===== src/rtl/bcd_field_writer_if.sv =====
// Bus bundle for bcd_field_writer: request side, converter side and char RAM write port.
// master = client/environment side, slave = bcd_field_writer.
interface bcd_field_writer_if #(
  parameter int unsigned ADDR_W = 12
);
  logic              req;
  logic [15:0]       value;
  logic [4:0]        row;
  logic [6:0]        col;
  logic              busy;
  logic              done;
  logic              err;
  logic              conv_start;
  logic [15:0]       conv_bin;
  logic              conv_busy;
  logic              conv_done;
  logic [3:0]        conv_d4;
  logic [3:0]        conv_d3;
  logic [3:0]        conv_d2;
  logic [3:0]        conv_d1;
  logic [3:0]        conv_d0;
  logic              wr_en;
  logic [ADDR_W-1:0] wr_addr;
  logic [7:0]        wr_data;

  modport master (
    output req, value, row, col, conv_busy, conv_done,
    output conv_d4, conv_d3, conv_d2, conv_d1, conv_d0,
    input  busy, done, err, conv_start, conv_bin, wr_en, wr_addr, wr_data
  );

  modport slave (
    input  req, value, row, col, conv_busy, conv_done,
    input  conv_d4, conv_d3, conv_d2, conv_d1, conv_d0,
    output busy, done, err, conv_start, conv_bin, wr_en, wr_addr, wr_data
  );
endinterface


===== src/rtl/bcd_field_writer.sv =====
// Converts a 16-bit value via the external double-dabble block and writes the five
// digits as ASCII into the text char RAM at (row, col), most significant digit first.
// Optional: define BCD_FIELD_BLANK_EN to blank leading zeros (d4..d1) as spaces.
module bcd_field_writer #(
  parameter int unsigned COLS    = 80,
  parameter int unsigned ROWS    = 30,
  parameter int unsigned ADDR_W  = 12,
  parameter int unsigned TIMEOUT = 64
) (
  input logic               clk,
  input logic               rst_n,
  bcd_field_writer_if.slave bus
);

  localparam int unsigned WdW = $clog2(TIMEOUT + 1);

  typedef enum logic [2:0] {StIdle, StKick, StWait, StWrite, StFin} state_e;

  state_e            state_q, state_d;
  logic              busy_q, busy_d, done_q, done_d, err_q, err_d;
  logic              start_q, start_d, wr_en_q, wr_en_d;
  logic [15:0]       bin_q, bin_d;
  logic [4:0]        row_q, row_d;
  logic [6:0]        col_q, col_d;
  logic [ADDR_W-1:0] addr_q, addr_d;
  logic [7:0]        data_q, data_d;
  logic [WdW-1:0]    wd_q, wd_d;
  logic [2:0]        slot_q, slot_d;
  logic [4:0][3:0]   dig_q, dig_d;

  logic              emit;
  logic [2:0]        emit_slot;
  logic [3:0]        cur_digit;
  logic [ADDR_W-1:0] base;
  logic [7:0]        col_i;
  logic              in_row;
  logic [7:0]        char_val;

  // Slot 0 goes out in the conv_done cycle straight from the converter digits.
  assign emit_slot = (state_q == StWait) ? 3'd0 : slot_q;
  assign cur_digit = (state_q == StWait) ? bus.conv_d4 :
                     (slot_q < 3'd5)     ? dig_q[slot_q] : 4'd0;
  assign base      = ADDR_W'(row_q) * ADDR_W'(COLS) + ADDR_W'(col_q);
  assign col_i     = {1'b0, col_q} + {5'd0, emit_slot};
  // Slots past the row end are clipped, not wrapped.
  assign in_row    = 32'(col_i) < COLS;

`ifdef BCD_FIELD_BLANK_EN
  logic lead_q, lead_d, blank;

  // Leading-zero run persists only while every digit so far is zero; units never blank.
  always_comb begin
    blank    = ((state_q == StWait) || lead_q) && (cur_digit == 4'd0) && (emit_slot != 3'd4);
    lead_d   = emit ? blank : lead_q;
    char_val = blank ? 8'h20 : (8'h30 + {4'h0, cur_digit});
  end

  // Leading-zero tracking register.
  always_ff @(posedge clk or negedge rst_n) begin
    if (!rst_n) lead_q <= 1'b0;
    else        lead_q <= lead_d;
  end
`else
  assign char_val = 8'h30 + {4'h0, cur_digit};
`endif

  // Next-state and registered-output logic.
  always_comb begin
    state_d = state_q;
    busy_d  = busy_q;
    done_d  = 1'b0;
    err_d   = 1'b0;
    start_d = 1'b0;
    wr_en_d = 1'b0;
    bin_d   = bin_q;
    row_d   = row_q;
    col_d   = col_q;
    addr_d  = addr_q;
    data_d  = data_q;
    wd_d    = wd_q;
    slot_d  = slot_q;
    dig_d   = dig_q;
    emit    = 1'b0;
    unique case (state_q)
      StIdle: begin
        if (bus.req) begin
          bin_d   = bus.value;
          row_d   = bus.row;
          col_d   = bus.col;
          busy_d  = 1'b1;
          state_d = StKick;
        end
      end
      StKick: begin
        if (32'(row_q) >= ROWS) begin
          done_d  = 1'b1;
          err_d   = 1'b1;
          busy_d  = 1'b0;
          state_d = StFin;
        end else if (!bus.conv_busy) begin
          start_d = 1'b1;
          wd_d    = '0;
          state_d = StWait;
        end
      end
      StWait: begin
        // conv_done takes priority over an expiring watchdog.
        if (bus.conv_done) begin
          dig_d   = {bus.conv_d0, bus.conv_d1, bus.conv_d2, bus.conv_d3, bus.conv_d4};
          emit    = 1'b1;
          slot_d  = 3'd1;
          state_d = StWrite;
        end else if (32'(wd_q) + 32'd1 >= TIMEOUT) begin
          done_d  = 1'b1;
          err_d   = 1'b1;
          busy_d  = 1'b0;
          state_d = StFin;
        end else begin
          wd_d = wd_q + WdW'(1);
        end
      end
      StWrite: begin
        if (slot_q < 3'd5) begin
          emit   = 1'b1;
          slot_d = slot_q + 3'd1;
        end else begin
          done_d  = 1'b1;
          busy_d  = 1'b0;
          state_d = StFin;
        end
      end
      StFin:   state_d = StIdle;
      default: state_d = StIdle;
    endcase
    if (emit) begin
      wr_en_d = in_row;
      addr_d  = base + ADDR_W'(emit_slot);
      data_d  = char_val;
    end
  end

  // State and datapath registers.
  always_ff @(posedge clk or negedge rst_n) begin
    if (!rst_n) begin
      state_q <= StIdle;
      busy_q  <= 1'b0;
      done_q  <= 1'b0;
      err_q   <= 1'b0;
      start_q <= 1'b0;
      wr_en_q <= 1'b0;
      bin_q   <= '0;
      row_q   <= '0;
      col_q   <= '0;
      addr_q  <= '0;
      data_q  <= '0;
      wd_q    <= '0;
      slot_q  <= '0;
      dig_q   <= '0;
    end else begin
      state_q <= state_d;
      busy_q  <= busy_d;
      done_q  <= done_d;
      err_q   <= err_d;
      start_q <= start_d;
      wr_en_q <= wr_en_d;
      bin_q   <= bin_d;
      row_q   <= row_d;
      col_q   <= col_d;
      addr_q  <= addr_d;
      data_q  <= data_d;
      wd_q    <= wd_d;
      slot_q  <= slot_d;
      dig_q   <= dig_d;
    end
  end

  assign bus.busy       = busy_q;
  assign bus.done       = done_q;
  assign bus.err        = err_q;
  assign bus.conv_start = start_q;
  assign bus.conv_bin   = bin_q;
  assign bus.wr_en      = wr_en_q;
  assign bus.wr_addr    = addr_q;
  assign bus.wr_data    = data_q;

endmodule


===== src/flat_wrapper.sv =====
// flat-port wrapper written by rule: the top's interface ports become plain ports
module bcd_field_writer_flat 
#(
  parameter int unsigned COLS    = 80,
  parameter int unsigned ROWS    = 30,
  parameter int unsigned ADDR_W  = 12,
  parameter int unsigned TIMEOUT = 64
)
  (clk, rst_n, bus_req, bus_value, bus_row, bus_col, bus_conv_busy, bus_conv_done, bus_conv_d4, bus_conv_d3, bus_conv_d2, bus_conv_d1, bus_conv_d0, bus_busy, bus_done, bus_err, bus_conv_start, bus_conv_bin, bus_wr_en, bus_wr_addr, bus_wr_data);
  bcd_field_writer_if #(.ADDR_W(ADDR_W)) bus_i ();
  input logic clk;
  input logic rst_n;
  input wire logic [$bits(bus_i.req)-1:0] bus_req;
  input wire logic [$bits(bus_i.value)-1:0] bus_value;
  input wire logic [$bits(bus_i.row)-1:0] bus_row;
  input wire logic [$bits(bus_i.col)-1:0] bus_col;
  input wire logic [$bits(bus_i.conv_busy)-1:0] bus_conv_busy;
  input wire logic [$bits(bus_i.conv_done)-1:0] bus_conv_done;
  input wire logic [$bits(bus_i.conv_d4)-1:0] bus_conv_d4;
  input wire logic [$bits(bus_i.conv_d3)-1:0] bus_conv_d3;
  input wire logic [$bits(bus_i.conv_d2)-1:0] bus_conv_d2;
  input wire logic [$bits(bus_i.conv_d1)-1:0] bus_conv_d1;
  input wire logic [$bits(bus_i.conv_d0)-1:0] bus_conv_d0;
  output wire logic [$bits(bus_i.busy)-1:0] bus_busy;
  output wire logic [$bits(bus_i.done)-1:0] bus_done;
  output wire logic [$bits(bus_i.err)-1:0] bus_err;
  output wire logic [$bits(bus_i.conv_start)-1:0] bus_conv_start;
  output wire logic [$bits(bus_i.conv_bin)-1:0] bus_conv_bin;
  output wire logic [$bits(bus_i.wr_en)-1:0] bus_wr_en;
  output wire logic [$bits(bus_i.wr_addr)-1:0] bus_wr_addr;
  output wire logic [$bits(bus_i.wr_data)-1:0] bus_wr_data;
  assign bus_i.req = bus_req;
  assign bus_i.value = bus_value;
  assign bus_i.row = bus_row;
  assign bus_i.col = bus_col;
  assign bus_i.conv_busy = bus_conv_busy;
  assign bus_i.conv_done = bus_conv_done;
  assign bus_i.conv_d4 = bus_conv_d4;
  assign bus_i.conv_d3 = bus_conv_d3;
  assign bus_i.conv_d2 = bus_conv_d2;
  assign bus_i.conv_d1 = bus_conv_d1;
  assign bus_i.conv_d0 = bus_conv_d0;
  assign bus_busy = bus_i.busy;
  assign bus_done = bus_i.done;
  assign bus_err = bus_i.err;
  assign bus_conv_start = bus_i.conv_start;
  assign bus_conv_bin = bus_i.conv_bin;
  assign bus_wr_en = bus_i.wr_en;
  assign bus_wr_addr = bus_i.wr_addr;
  assign bus_wr_data = bus_i.wr_data;
  bcd_field_writer #(.COLS(COLS), .ROWS(ROWS), .ADDR_W(ADDR_W), .TIMEOUT(TIMEOUT)) u_core (.clk(clk), .rst_n(rst_n), .bus(bus_i));
endmodule

===== config.mk =====
export PLATFORM = sky130hd
export DESIGN_NAME = bcd_field_writer_flat
export DESIGN_NICKNAME = d
export VERILOG_FILES = /design/src/rtl/bcd_field_writer_if.sv /design/src/rtl/bcd_field_writer.sv /design/src/flat_wrapper.sv
export SDC_FILE = /design/constraint.sdc
export NUM_CORES = 1
export LEC_CHECK = 0
export BUFFER_PORTS_ARGS = -buffer_cell sky130_fd_sc_hd__buf_2
export CAP_MARGIN = 20
export CORE_MARGIN = 1
export CORE_UTILIZATION = 45
export CTS_CLUSTER_DIAMETER = 100
export DETAILED_ROUTE_END_ITERATION = 12
export PLACE_DENSITY_LB_ADDON = 0.12
export SLEW_MARGIN = 20
export SYNTH_ARGS = -nofsm -noshare
export SYNTH_HDL_FRONTEND = slang
export SYNTH_SLANG_ARGS = --single-unit

===== constraint.sdc =====
create_clock -name clk -period 3.3 [get_ports clk]
set_clock_uncertainty 0.2 [all_clocks]
set_input_delay 0.165 -clock clk [delete_from_list [all_inputs] [get_ports clk]]
set_output_delay 0.165 -clock clk [all_outputs]
set_load 0.01 [all_outputs]

==> run summary <==
Post-synthesis xor/xnor area fraction = 0.03043
Maximum clock frequency = 0.3355 GHz
CP Launch Type = register
Reported leakage power = 0.002487 µW
Power Density = 926.4 nW/µm²
Final Net Count = 546
# H-tree levels = 3
Largest fanout of any net on the critical path = 10
Power share of the sequential group = 0.369
Cell with the biggest individual delay on the critical path = dfrtp_1
Final period util = 0.9033
Pins Over Slew Limit = 0
Area delta synth->final = 31.96%
Internal Dissipation = 3107 µW
Max-capacitance violation count = 0
Fraction of registers with async set/reset = 1.000
Sum of negative setup slack = 0 ns
Average cell area after synthesis = 11.99 µm²
Number of nets with antenna violations after detailed routing = 0
Transition at the pin with the smallest max-transition slack = 0.7510 ns
Number of stages on the worst setup path = 11
Largest incremental delay on the critical path = 0.52 ns
Area share of fa/ha/maj cells after synthesis = 0.05652
Rows = 34
Critical path required time = 3.33 ns
Clock tree from TritonCTS = built
Count of distinct cell types in the synthesized netlist = 52
Wire length of the first global-routing pass = 14710 µm
Initial Util = 0.4642
Cell-by-cell listing of the critical path = nor2_1 > nand2_1 > and2_1 > ha_1 > inv_1 > fa_1 > nor2b_1 > o21ai_0 > or4_1 > o21ai_0 > a221oi_1
Worst supply voltage drop on vdd = 0.0004072 V
Proportion of synthesized chip area in sequential cells = 0.5155
Relative max-transition margin = 0.4993
Worst Hold Class = in -> async
Post-route minimum period = 2.981 ns
Clk Tree Root Cell = clkbuf_8
Synthesized area = 4029 µm²
Number of inserted diodes = 0
Initial antenna violation count = 0
Yosys Warn Count = 0
Clock Sinks = 83
Flip-flop cell with the highest count after synthesis = dfrtp_1
Clock transition at the register clock pins on the worst setup and hold paths after CTS = 0.09 ns
RePlAce Congestion = 0.7865
Critical Path End Type = register
Vias in the first global route = 3137
Sw Pwr = 1818 µW
Residual DRC = 0
Number of buffers created by CTS = 9
Total Die Area = 9335 µm²
Share of power burned in the clock network = 0.172
Count of final hold-check violations = 0
Y dimension of the die = 96.62 µm
Post-DR wirelength/cell = 14.53 µm
Pin count of the biggest net entering global routing = 84
Global Route Usage Sum = 0.1948
Bufs on Longest Clock Path = 2
Count of buffering cells on the critical path with inverters included = 1
Number of enable-type register cells in the synthesized netlist = 0
Total Routed Length = 8558 µm
Number of I/O pins = 94
Worst-case reg-to-reg path depth = 11
Floorplan core area = 8678 µm²
Total number of vias = 3007
Fin cells = 589
Violation count after the first detailed-route iteration = 104
Combinational fraction of design power = 0.459
RSZ-0062 raised after global routing = no
Net switching share of the total power = 0.3691
Instance count of the mapped netlist = 336
Overall Power = 4925 µW
Fraction of the mapped netlist area in compound gates = 0.09752
Estimated wirelength of the detail-placed design = 5495 µm
Dpl cells = 522
Crit path arrival time = 3.01 ns
Critical path's most frequent cell = o21ai_0
Family of cells with the greatest summed delay on the critical path = simple AND/OR/NAND/NOR gates
Die Span X = 96.62 µm
Setup violations, final = 0
Simple-gate share of the synthesized area = 0.1028
Kind of critical path = reg -> reg
Mux cell area share after synthesis = 0.1643
1st-pass router iterations = 4
Gr ovfl total = 0
Share of layout cells above drive strength 1 = 0.3617
I/O Buffers = 91
#FFs+latches synth = 83
Outcome = complete, no violations
Dominant combinational cell family by area after synthesis = multiplexers
Average via count per standard cell = 5.105
Clock Latency Late Sink = 0.35 ns
flip-flops by register name (all words and copies together), names as in the netlist, 3 cells and up:
| name | cells |
|---|---|
| u_core.dig_q | 20 |
| u_core.bus.wr_data | 5 |
| u_core.wd_q | 7 |
| u_core.state_q | 3 |
| u_core.row_q | 5 |
| u_core.slot_q | 3 |
| u_core.bus.conv_bin | 16 |
| u_core.col_q | 7 |
| u_core.bus.wr_addr | 12 |
metrics by stage:
stage	hold WS [ns]	instance area, µm²	setup slack, ns	utilization
finish	0.2282	5316	0.3192	0.6126
global route	0.2971	5316	0.1554	0.6126
CTS	0.2406	5313	0.3512	0.6122
detailed placement	0.1803	4569	0.3785	0.5265
global placement	0.1734	4569	0.4698	0.5265
floorplan	-0.3306	4033	0.5733	-
per-layer routing:
layer,vias up,global-route usage,wire length [µm]
li1,1482,-,-
met1,1437,0.2633,4021
met5,-,0,0
met4,0,0.06544,77
met3,6,0.04335,423
met2,82,0.3115,4035
placed cells by master (no fill, tap or decap), types with 3 or more instances in the layout:
master | Yosys | layout
inv_6 | 0 | 3
dlygate4sd3_1 | 0 | 51
nand3_1 | 7 | 7
xnor2_1 | 7 | 7
mux2i_1 | 5 | 5
nand2_1 | 30 | 30
o211ai_1 | 3 | 3
a21boi_0 | 3 | 3
mux4_2 | 4 | 4
clkbuf_8 | 0 | 10
o21ai_0 | 25 | 25
a22oi_1 | 4 | 4
nand2b_1 | 3 | 3
nor3_1 | 4 | 4
a21o_1 | 4 | 4
ha_1 | 15 | 15
dfrtp_1 | 83 | 83
nor2_1 | 12 | 11
xor2_1 | 7 | 7
a21oi_1 | 8 | 8
inv_1 | 9 | 9
buf_2 | 1 | 90
buf_4 | 3 | 4
mux2_2 | 45 | 45
synthesized netlist by cell type, types with 3 or more instances:
cell      number  area, µm²
ha_1          15      187.7
nand3_1        7      35.03
xnor2_1        7      61.31
inv_1          9      33.78
buf_4          3      22.52
clkbuf_1      12      45.04
nand2_1       30      112.6
a22oi_1        4      30.03
nor2_1        12      45.04
o21ai_0       25      125.1
nand2b_1       3      18.77
mux2_2        45      506.7
dfrtp_1       83       2077
mux4_2         4      90.09
o211ai_1       3      22.52
xor2_1         7      61.31
a21o_1         4      30.03
a21boi_0       3      22.52
mux2i_1        5      50.05
nor3_1         4      20.02
a21oi_1        8      40.04
path summary, 6_finish.rpt:
check / start / endpoint / slack, ns
max in group asynchronous: rst_n / u_core.wd_q[0] / 2.15
worst min register to register: u_core.bus.wr_addr[10] / u_core.bus.wr_addr[10] / 0.28
worst min-delay path: rst_n / u_core.bus.wr_addr[11] / 0.23
worst max-delay path: u_core.state_q[0] / u_core.bus.wr_en / 0.32
min in group clk: bus_req / u_core.bus.busy / 0.25
worst max register to register: u_core.state_q[0] / u_core.bus.wr_en / 0.32
area by class of cell:
| class | count | area (µm²) |
|---|---|---|
| Clock inverter | 6 | 95.09 |
| Inverter | 9 | 33.78 |
| Sequential cell | 83 | 2077 |
| Multi-Input combinational cell | 227 | 1836 |
| Tap cell | 108 | 135.1 |
| Fill cell | 724 | 3362 |
| Timing Repair Buffer | 146 | 1002 |
| Clock buffer | 10 | 137.6 |
cells by family (layout without fill, tap and decap cells):
logic type / after synthesis / after routing
XOR/XNOR: 14 / 14
AND/OR/NAND/NOR: 78 / 78
flip-flops: 83 / 83
adder cells (fa/ha/maj): 17 / 17
buffers and inverters: 27 / 171
multiplexers: 55 / 55
other: 1 / 2
AO/OA/AOI/OAI: 61 / 61
power groups by stage:
| stage | combinational [µW] | clock [µW] | sequential, µW |
|---|---|---|---|
| after floorplan | 1620 | 0 | 1810 |
| after global placement | 2170 | 0 | 1810 |
| after detailed placement | 2220 | 0 | 1830 |
| after CTS | 2280 | 875 | 1810 |
| after global routing | 2540 | 911 | 1890 |
| final | 2260 | 849 | 1820 |
what timing repair did:
| item | in CTS | in global routing |
|---|---|---|
| hold buffers | 51 | 0 |
| buffers inserted | 0 | 0 |
| endpoints found under the hold margin | 137 | 0 |
| gates resized for setup | 0 | 0 |
(Power assumes the default switching activity.)
